**src/rtl/sprite_pkg.sv**
```systemverilog
// Shared constants for the sprite renderer: screen geometry, coordinate widths, border colour.
// Pure declarations; no logic, no latency, no flow control.
package sprite_pkg;

    localparam int H_ACTIVE    = 640;
    localparam int V_ACTIVE    = 480;
    localparam int COMMIT_LINE = 480;
    localparam int X_W         = 10;
    localparam int Y_W         = 9;
    localparam int CNT_W       = 10;
    localparam int SUM_W       = 11;

    localparam logic [2:0] BORDER_RGB = 3'b001;

    function automatic logic [23:0] expand_rgb(input logic [2:0] c);
        return {{8{c[2]}}, {8{c[1]}}, {8{c[0]}}};
    endfunction

endpackage

```
**src/rtl/sprite_hit.sv**
```systemverilog
// Single-sprite coverage test with exclusive bounds, all sums 11 bits so nothing wraps.
// Combinational, zero latency; no flow control.
module sprite_hit
    import sprite_pkg::*;
#(
    parameter int SPRITE_W = 10,
    parameter int SPRITE_H = 10
) (
    input  logic [X_W-1:0]   x_pos,
    input  logic [Y_W-1:0]   y_pos,
    input  logic             vis,
    input  logic [CNT_W-1:0] x_cnt,
    input  logic [CNT_W-1:0] y_cnt,
    output logic             hit
);

    logic [SUM_W-1:0] x_lo;
    logic [SUM_W-1:0] x_hi;
    logic [SUM_W-1:0] y_lo;
    logic [SUM_W-1:0] y_hi;
    logic [SUM_W-1:0] x_c;
    logic [SUM_W-1:0] y_c;

    assign x_lo = SUM_W'(x_pos);
    assign x_hi = SUM_W'(x_pos) + SUM_W'(SPRITE_W);
    assign y_lo = SUM_W'(y_pos);
    assign y_hi = SUM_W'(y_pos) + SUM_W'(SPRITE_H);
    assign x_c  = SUM_W'(x_cnt);
    assign y_c  = SUM_W'(y_cnt);

    assign hit = vis && (x_lo < x_c) && (x_c < x_hi) && (y_lo < y_c) && (y_c < y_hi);

endmodule

```
**src/rtl/sprite_renderer.sv**
```systemverilog
// Sprite overlay with double-buffered positions and a blue border; 2-cycle pixel latency, no backpressure.
// Define SPRITE_COLLISION_EN to build the per-frame sprite-overlap detector.
module sprite_renderer
    import sprite_pkg::*;
#(
    parameter int NUM_SPRITES = 4,
    parameter int SPRITE_W    = 10,
    parameter int SPRITE_H    = 10,
    parameter int BORDER_W    = 11
) (
    input  logic                     VGA_clk,
    input  logic                     reset,
    input  logic [9:0]               xCount,
    input  logic [9:0]               yCount,
    input  logic                     displayArea,
    input  logic                     pos_wr,
    input  logic [2:0]               pos_idx,
    input  logic [9:0]               pos_x,
    input  logic [8:0]               pos_y,
    input  logic                     pos_vis,
    input  logic [3*NUM_SPRITES-1:0] sprite_rgb,
    output logic [7:0]               VGA_R,
    output logic [7:0]               VGA_G,
    output logic [7:0]               VGA_B,
    output logic [NUM_SPRITES-1:0]   collision,
    output logic                     collision_valid
);

    localparam logic [CNT_W-1:0] BW_L    = CNT_W'(BORDER_W);
    localparam logic [CNT_W-1:0] X_LIM_L = CNT_W'(H_ACTIVE - BORDER_W);
    localparam logic [CNT_W-1:0] Y_LIM_L = CNT_W'(V_ACTIVE - BORDER_W);

    logic [X_W-1:0]         sh_x_q  [NUM_SPRITES];
    logic [X_W-1:0]         sh_x_d  [NUM_SPRITES];
    logic [Y_W-1:0]         sh_y_q  [NUM_SPRITES];
    logic [Y_W-1:0]         sh_y_d  [NUM_SPRITES];
    logic [X_W-1:0]         act_x_q [NUM_SPRITES];
    logic [X_W-1:0]         act_x_d [NUM_SPRITES];
    logic [Y_W-1:0]         act_y_q [NUM_SPRITES];
    logic [Y_W-1:0]         act_y_d [NUM_SPRITES];
    logic [NUM_SPRITES-1:0] sh_vis_q, sh_vis_d;
    logic [NUM_SPRITES-1:0] act_vis_q, act_vis_d;

    logic [NUM_SPRITES-1:0] hit_vec;
    logic [NUM_SPRITES-1:0] hit_q, hit_d;
    logic                   border_q, border_d;
    logic                   disp1_q, disp1_d;
    logic [2:0]             rgb_q, rgb_d;
    logic                   commit;

    assign commit = (xCount == CNT_W'(0)) && (yCount == CNT_W'(COMMIT_LINE));

    for (genvar g = 0; g < NUM_SPRITES; g++) begin : g_hit
        sprite_hit #(
            .SPRITE_W (SPRITE_W),
            .SPRITE_H (SPRITE_H)
        ) u_hit (
            .x_pos (act_x_q[g]),
            .y_pos (act_y_q[g]),
            .vis   (act_vis_q[g]),
            .x_cnt (xCount),
            .y_cnt (yCount),
            .hit   (hit_vec[g])
        );
    end

    always_comb begin
        sh_x_d    = sh_x_q;
        sh_y_d    = sh_y_q;
        sh_vis_d  = sh_vis_q;
        // Out-of-range indices match no slot and are dropped.
        for (int i = 0; i < NUM_SPRITES; i++) begin
            if (pos_wr && (pos_idx == 3'(i))) begin
                sh_x_d[i]   = pos_x;
                sh_y_d[i]   = pos_y;
                sh_vis_d[i] = pos_vis;
            end
        end

        act_x_d   = act_x_q;
        act_y_d   = act_y_q;
        act_vis_d = act_vis_q;
        // Copying the _d side lets a write in the commit cycle land in this frame's set.
        if (commit) begin
            act_x_d   = sh_x_d;
            act_y_d   = sh_y_d;
            act_vis_d = sh_vis_d;
        end

        hit_d    = hit_vec;
        disp1_d  = displayArea;
        border_d = (BORDER_W != 0) &&
                   ((xCount < BW_L) || (xCount >= X_LIM_L) ||
                    (yCount < BW_L) || (yCount >= Y_LIM_L));

        rgb_d = 3'b000;
        if (disp1_q) begin
            if (border_q) begin
                rgb_d = BORDER_RGB;
            end
            for (int i = NUM_SPRITES - 1; i >= 0; i--) begin
                if (hit_q[i]) begin
                    rgb_d = sprite_rgb[3*i +: 3];
                end
            end
        end
    end

    always_ff @(posedge VGA_clk) begin
        if (reset) begin
            for (int i = 0; i < NUM_SPRITES; i++) begin
                sh_x_q[i]  <= '0;
                sh_y_q[i]  <= '0;
                act_x_q[i] <= '0;
                act_y_q[i] <= '0;
            end
            sh_vis_q  <= '0;
            act_vis_q <= '0;
            hit_q     <= '0;
            border_q  <= 1'b0;
            disp1_q   <= 1'b0;
            rgb_q     <= 3'b000;
        end else begin
            sh_x_q    <= sh_x_d;
            sh_y_q    <= sh_y_d;
            sh_vis_q  <= sh_vis_d;
            act_x_q   <= act_x_d;
            act_y_q   <= act_y_d;
            act_vis_q <= act_vis_d;
            hit_q     <= hit_d;
            border_q  <= border_d;
            disp1_q   <= disp1_d;
            rgb_q     <= rgb_d;
        end
    end

    assign {VGA_R, VGA_G, VGA_B} = expand_rgb(rgb_q);

`ifdef SPRITE_COLLISION_EN
    logic [NUM_SPRITES-1:0] acc_q, acc_d;
    logic [NUM_SPRITES-1:0] coll_q, coll_d;
    logic [NUM_SPRITES-1:0] overlap;
    logic                   cv_q, cv_d;

    always_comb begin
        overlap = '0;
        for (int i = 0; i < NUM_SPRITES; i++) begin
            overlap[i] = disp1_q && hit_q[i] &&
                         ((hit_q & ~(NUM_SPRITES'(1) << i)) != '0);
        end
        acc_d  = acc_q | overlap;
        coll_d = coll_q;
        cv_d   = 1'b0;
        if (commit) begin
            coll_d = acc_q | overlap;
            acc_d  = '0;
            cv_d   = 1'b1;
        end
    end

    always_ff @(posedge VGA_clk) begin
        if (reset) begin
            acc_q  <= '0;
            coll_q <= '0;
            cv_q   <= 1'b0;
        end else begin
            acc_q  <= acc_d;
            coll_q <= coll_d;
            cv_q   <= cv_d;
        end
    end

    assign collision       = coll_q;
    assign collision_valid = cv_q;
`else
    assign collision       = '0;
    assign collision_valid = 1'b0;
`endif

endmodule

```
**config.mk**
```make
export PLATFORM = sky130hd
export DESIGN_NAME = sprite_renderer
export DESIGN_NICKNAME = d
export VERILOG_FILES = /design/src/rtl/sprite_pkg.sv /design/src/rtl/sprite_hit.sv /design/src/rtl/sprite_renderer.sv
export SDC_FILE = /design/constraint.sdc
export NUM_CORES = 1
export LEC_CHECK = 0
export CELL_PAD_IN_SITES_DETAIL_PLACEMENT = 0
export CELL_PAD_IN_SITES_GLOBAL_PLACEMENT = 2
export CORE_MARGIN = 5
export CORE_UTILIZATION = 39
export DETAILED_ROUTE_END_ITERATION = 8
export GPL_ROUTABILITY_DRIVEN = 0
export HOLD_SLACK_MARGIN = 0.12
export MAX_ROUTING_LAYER = met4
export PLACE_DENSITY = 0.87
export SETUP_SLACK_MARGIN = 0.15
export SLEW_MARGIN = 30
export SYNTH_ARGS = -nofsm -noshare
export SYNTH_HDL_FRONTEND = slang
export SYNTH_SLANG_ARGS = --single-unit
```
**constraint.sdc**
```tcl
create_clock -name VGA_clk -period 6 [get_ports VGA_clk]
set_input_delay 1.2 -clock VGA_clk [delete_from_list [all_inputs] [get_ports VGA_clk]]
set_output_delay 1.2 -clock VGA_clk [all_outputs]
set_load 0.05 [all_outputs]
```
==> results.tsv <==
metric	value	unit
power.switching	0.6356	mW
synth_edf_count	0	
finalSetupViolCount	0	
clkPwrFrac	43.1	%
synthFlopType	dfxtp_1	
swShare	26.42	%
clk_transition_reported_paths	0.07	ns
worstHoldStart	sh_x_q[11]	
whs_path_depth	2	
io_pins	88	
post-cts-setup-buffers	0	
arrival	3.99	ns
initial_core_util	39.81	%
port_buffers	82	
final_common_cell	nor2_1	
placed_cell_area	0.01109	mm2
fin_crit_sh	60.22	%
drtIter0Drc	554	
power.density	207.0	mW/mm2
crit_path_end_kind	flop	
syn_area	0.01008	mm2
post_drt_via_cell_ratio	5.363	
crit_fanout	6	
stdcell_area	0.01162	mm2
drt_pass1_iterations	5	
slew-limit-headroom	39.92	%
period_needed	3.613	ns
dp_slack	2.019	ns
overflow	0	
path_delay_family	simple AND/OR/NAND/NOR gates	
syn_area_per_cell	8.955	um2
fmax	276.8	MHz
synth.distinct_cells	53	
yosysWarnings	0	
internal-power	1.770	mW
status	finished, final reports clean	
fin_ws	2.387	ns
path_cells	clkdlybuf4s50_1 > inv_1 > ha_1 > or4b_1 > a31oi_1 > o311ai_1 > or3_1 > nor4_1 > o2111a_1	
vias	8120	
drc_errors	0	
diodes	0	
worst-path-buf-inv	2	
synthCells	1126	
finalWirelength	26.98	mm
combPwrFrac	9.7	%
slowest_delay	0.68	ns
ys_seq_area_share	33.55	%
cts_tree	built	
crit_type	in2reg	
hold_viol	0	
ff2ff_setup_slack	3.08	ns
cts_root_buf	clkbuf_16	
cp-start-kind	input port	
synth_async_sr_flop_share	0	%
final_antenna_net_count	0	
ctsResizeCount	0	
synth-seq-cells	169	
seqPwrFrac	47.3	%
synth_area_leaders	dfxtp_1 (34%), ha_1 (18%), mux2i_1 (8.1%), nor2_1 (7.3%), a211oi_1 (6.3%)	
hold-path-endpoint	sh_x_q[11]	
hpwlAfterDp	21.02	mm
die_y	170.8	um
track_usage	19.11	%
drive_gt1_share	4.730	%
fin_nets	1379	
area.growth.synth_to_final	15.25	%
h-tree-depth	4	
worstSkewPairLatency	0.43	ns
slew_violations	0	
fill_cells	2475	
ir_drop	0.1255	mV
reg2reg_depth	10	
yosysTopAreaCell	dfxtp_1	
mostFrequentLayoutCells	nor2_1 (193), dfxtp_1 (169), ha_1 (148)	
cap_viol_max_count	0	
core-area	0.02533	mm2
numCtsBuffers	17	
worstHoldPathType	reg2reg	
holdBufCountCts	0	
p_leak	4.536	nW
die_w	170.8	um
r2r-end	hit_q[0]	
grt_pass1_wl	42.19	mm
grt_pass1_vias	7662	
grt_max_degree	85	
wire_per_inst	17.82	um
worstMarginPinSlew	0.9011	ns
clock_sinks	169	
fin_skew	0.009878	ns
rsz0062_at_grt	false	
clockBufferDepth	2	
seq_area	0.003383	mm2
multiInputGateArea	0.006230	mm2
r2r-start	act_y_q[28]	
setup_tns	0	ns
crit_required	6.37	ns
antenna_found_initial	1	
die_area	0.02917	mm2
cp_slowest_cell	clkdlybuf4s50_1	
std_cell_rows	58	
netlist.area_leader.share	33.55	%
registers in the layout, summed over array words and instances (netlist names):
name and cells:
sh_x_q 40, act_y_q 36, hit_q 4, rgb_q 3, sh_vis_q 4, disp1_q 1, sh_y_q 36, act_x_q 40
border_q 1, act_vis_q 4
tightest hold or removal path, cell delays in order, from the launching register on:
cell and delay (ns):
dfxtp_1 0.31, mux2i_1 0.07, nor2_1 0.08
stage by stage:
| stage | power, mW | util (%) | std cells | hold slack [ns] |
|---|---|---|---|---|
| 3_5_place_dp | 1.396 | 43.77 | 1483 | 0.4783 |
| 5_1_grt | 2.501 | 45.88 | 1514 | 0.5237 |
| 4_1_cts | 2.426 | 45.88 | 1514 | 0.4943 |
| 2_1_floorplan | 1.297 | - | 1130 | 0.4564 |
| 6_report | 2.406 | 45.88 | 1514 | 0.4916 |
| 3_3_place_gp | 1.394 | 43.66 | 1482 | 0.4719 |
routing by layer:
layer  track usage, %  share of wire (%)  wire length [um]  up-vias
met5                -                  0                 0        -
met4            6.042                2.1               575        0
met3            2.334                4.7              1258       36
met2            26.32                 40             10700      179
met1            28.82                 54             14440     3769
li1                 -                  -                 -     4136
how the worst max path moves through the flow:
| stage | startpoint | cells past startpoint | slack, ns | to |
|---|---|---|---|---|
| global placement | yCount[9] | 7 | 1.81 | act_y_q[1] |
| CTS | xCount[9] | 9 | 2.44 | hit_q[0] |
| global route | yCount[8] | 9 | 2.26 | act_y_q[34] |
| finish | xCount[9] | 9 | 2.39 | hit_q[0] |
| detailed placement | xCount[9] | 9 | 2.02 | hit_q[0] |
| floorplan | xCount[9] | 8 | 3.02 | hit_q[0] |
cell families after synthesis:
family | count (synthesis) | synth area share (%)
other | 1 | 0.03719
muxes | 82 | 8.140
adders and majority gates | 148 | 18.36
AOI/OAI and AO/OA | 244 | 16.17
DFF | 169 | 33.55
xor gates and xnor gates | 52 | 4.517
and+or+nand+nor | 324 | 14.23
buffers and inverters | 106 | 4.988
cells in the mapped netlist (all sizes together), types with 4 or more instances:
cell type / n
nand2: 39
a21oi: 61
nor2: 196
o21ai: 36
nor3: 9
a211oi: 85
nor2b: 9
nand4: 13
inv: 35
ha: 148
xor2: 39
mux2i: 82
nand2b: 6
dfxtp: 169
a21o: 6
buf: 42
a2111oi: 7
nand3b: 4
xnor2: 13
o2111ai: 14
and3: 9
nand3: 17
nor4: 8
o21a: 9
clkbuf: 29
o211ai: 4
final cells by class:
cell class                      instances  share of cell area, %
Tap cell                              330                  3.553
Clock buffer                           18                  3.779
Clock inverter                         13                 0.8290
Timing Repair Buffer                   94                  7.989
Multi-Input combinational cell        855                  53.61
Inverter                               35                  1.130
Sequential cell                       169                  29.11
power groups by stage:
stage / clock (mW) / sequential, mW / combinational (mW)
global route: 1.10 / 1.14 / 0.262
finish: 1.04 / 1.14 / 0.233
floorplan: 0 / 1.16 / 0.135
detailed placement: 0 / 1.16 / 0.233
global placement: 0 / 1.16 / 0.232
CTS: 1.05 / 1.14 / 0.235
Power figures use the tool's default switching activity.
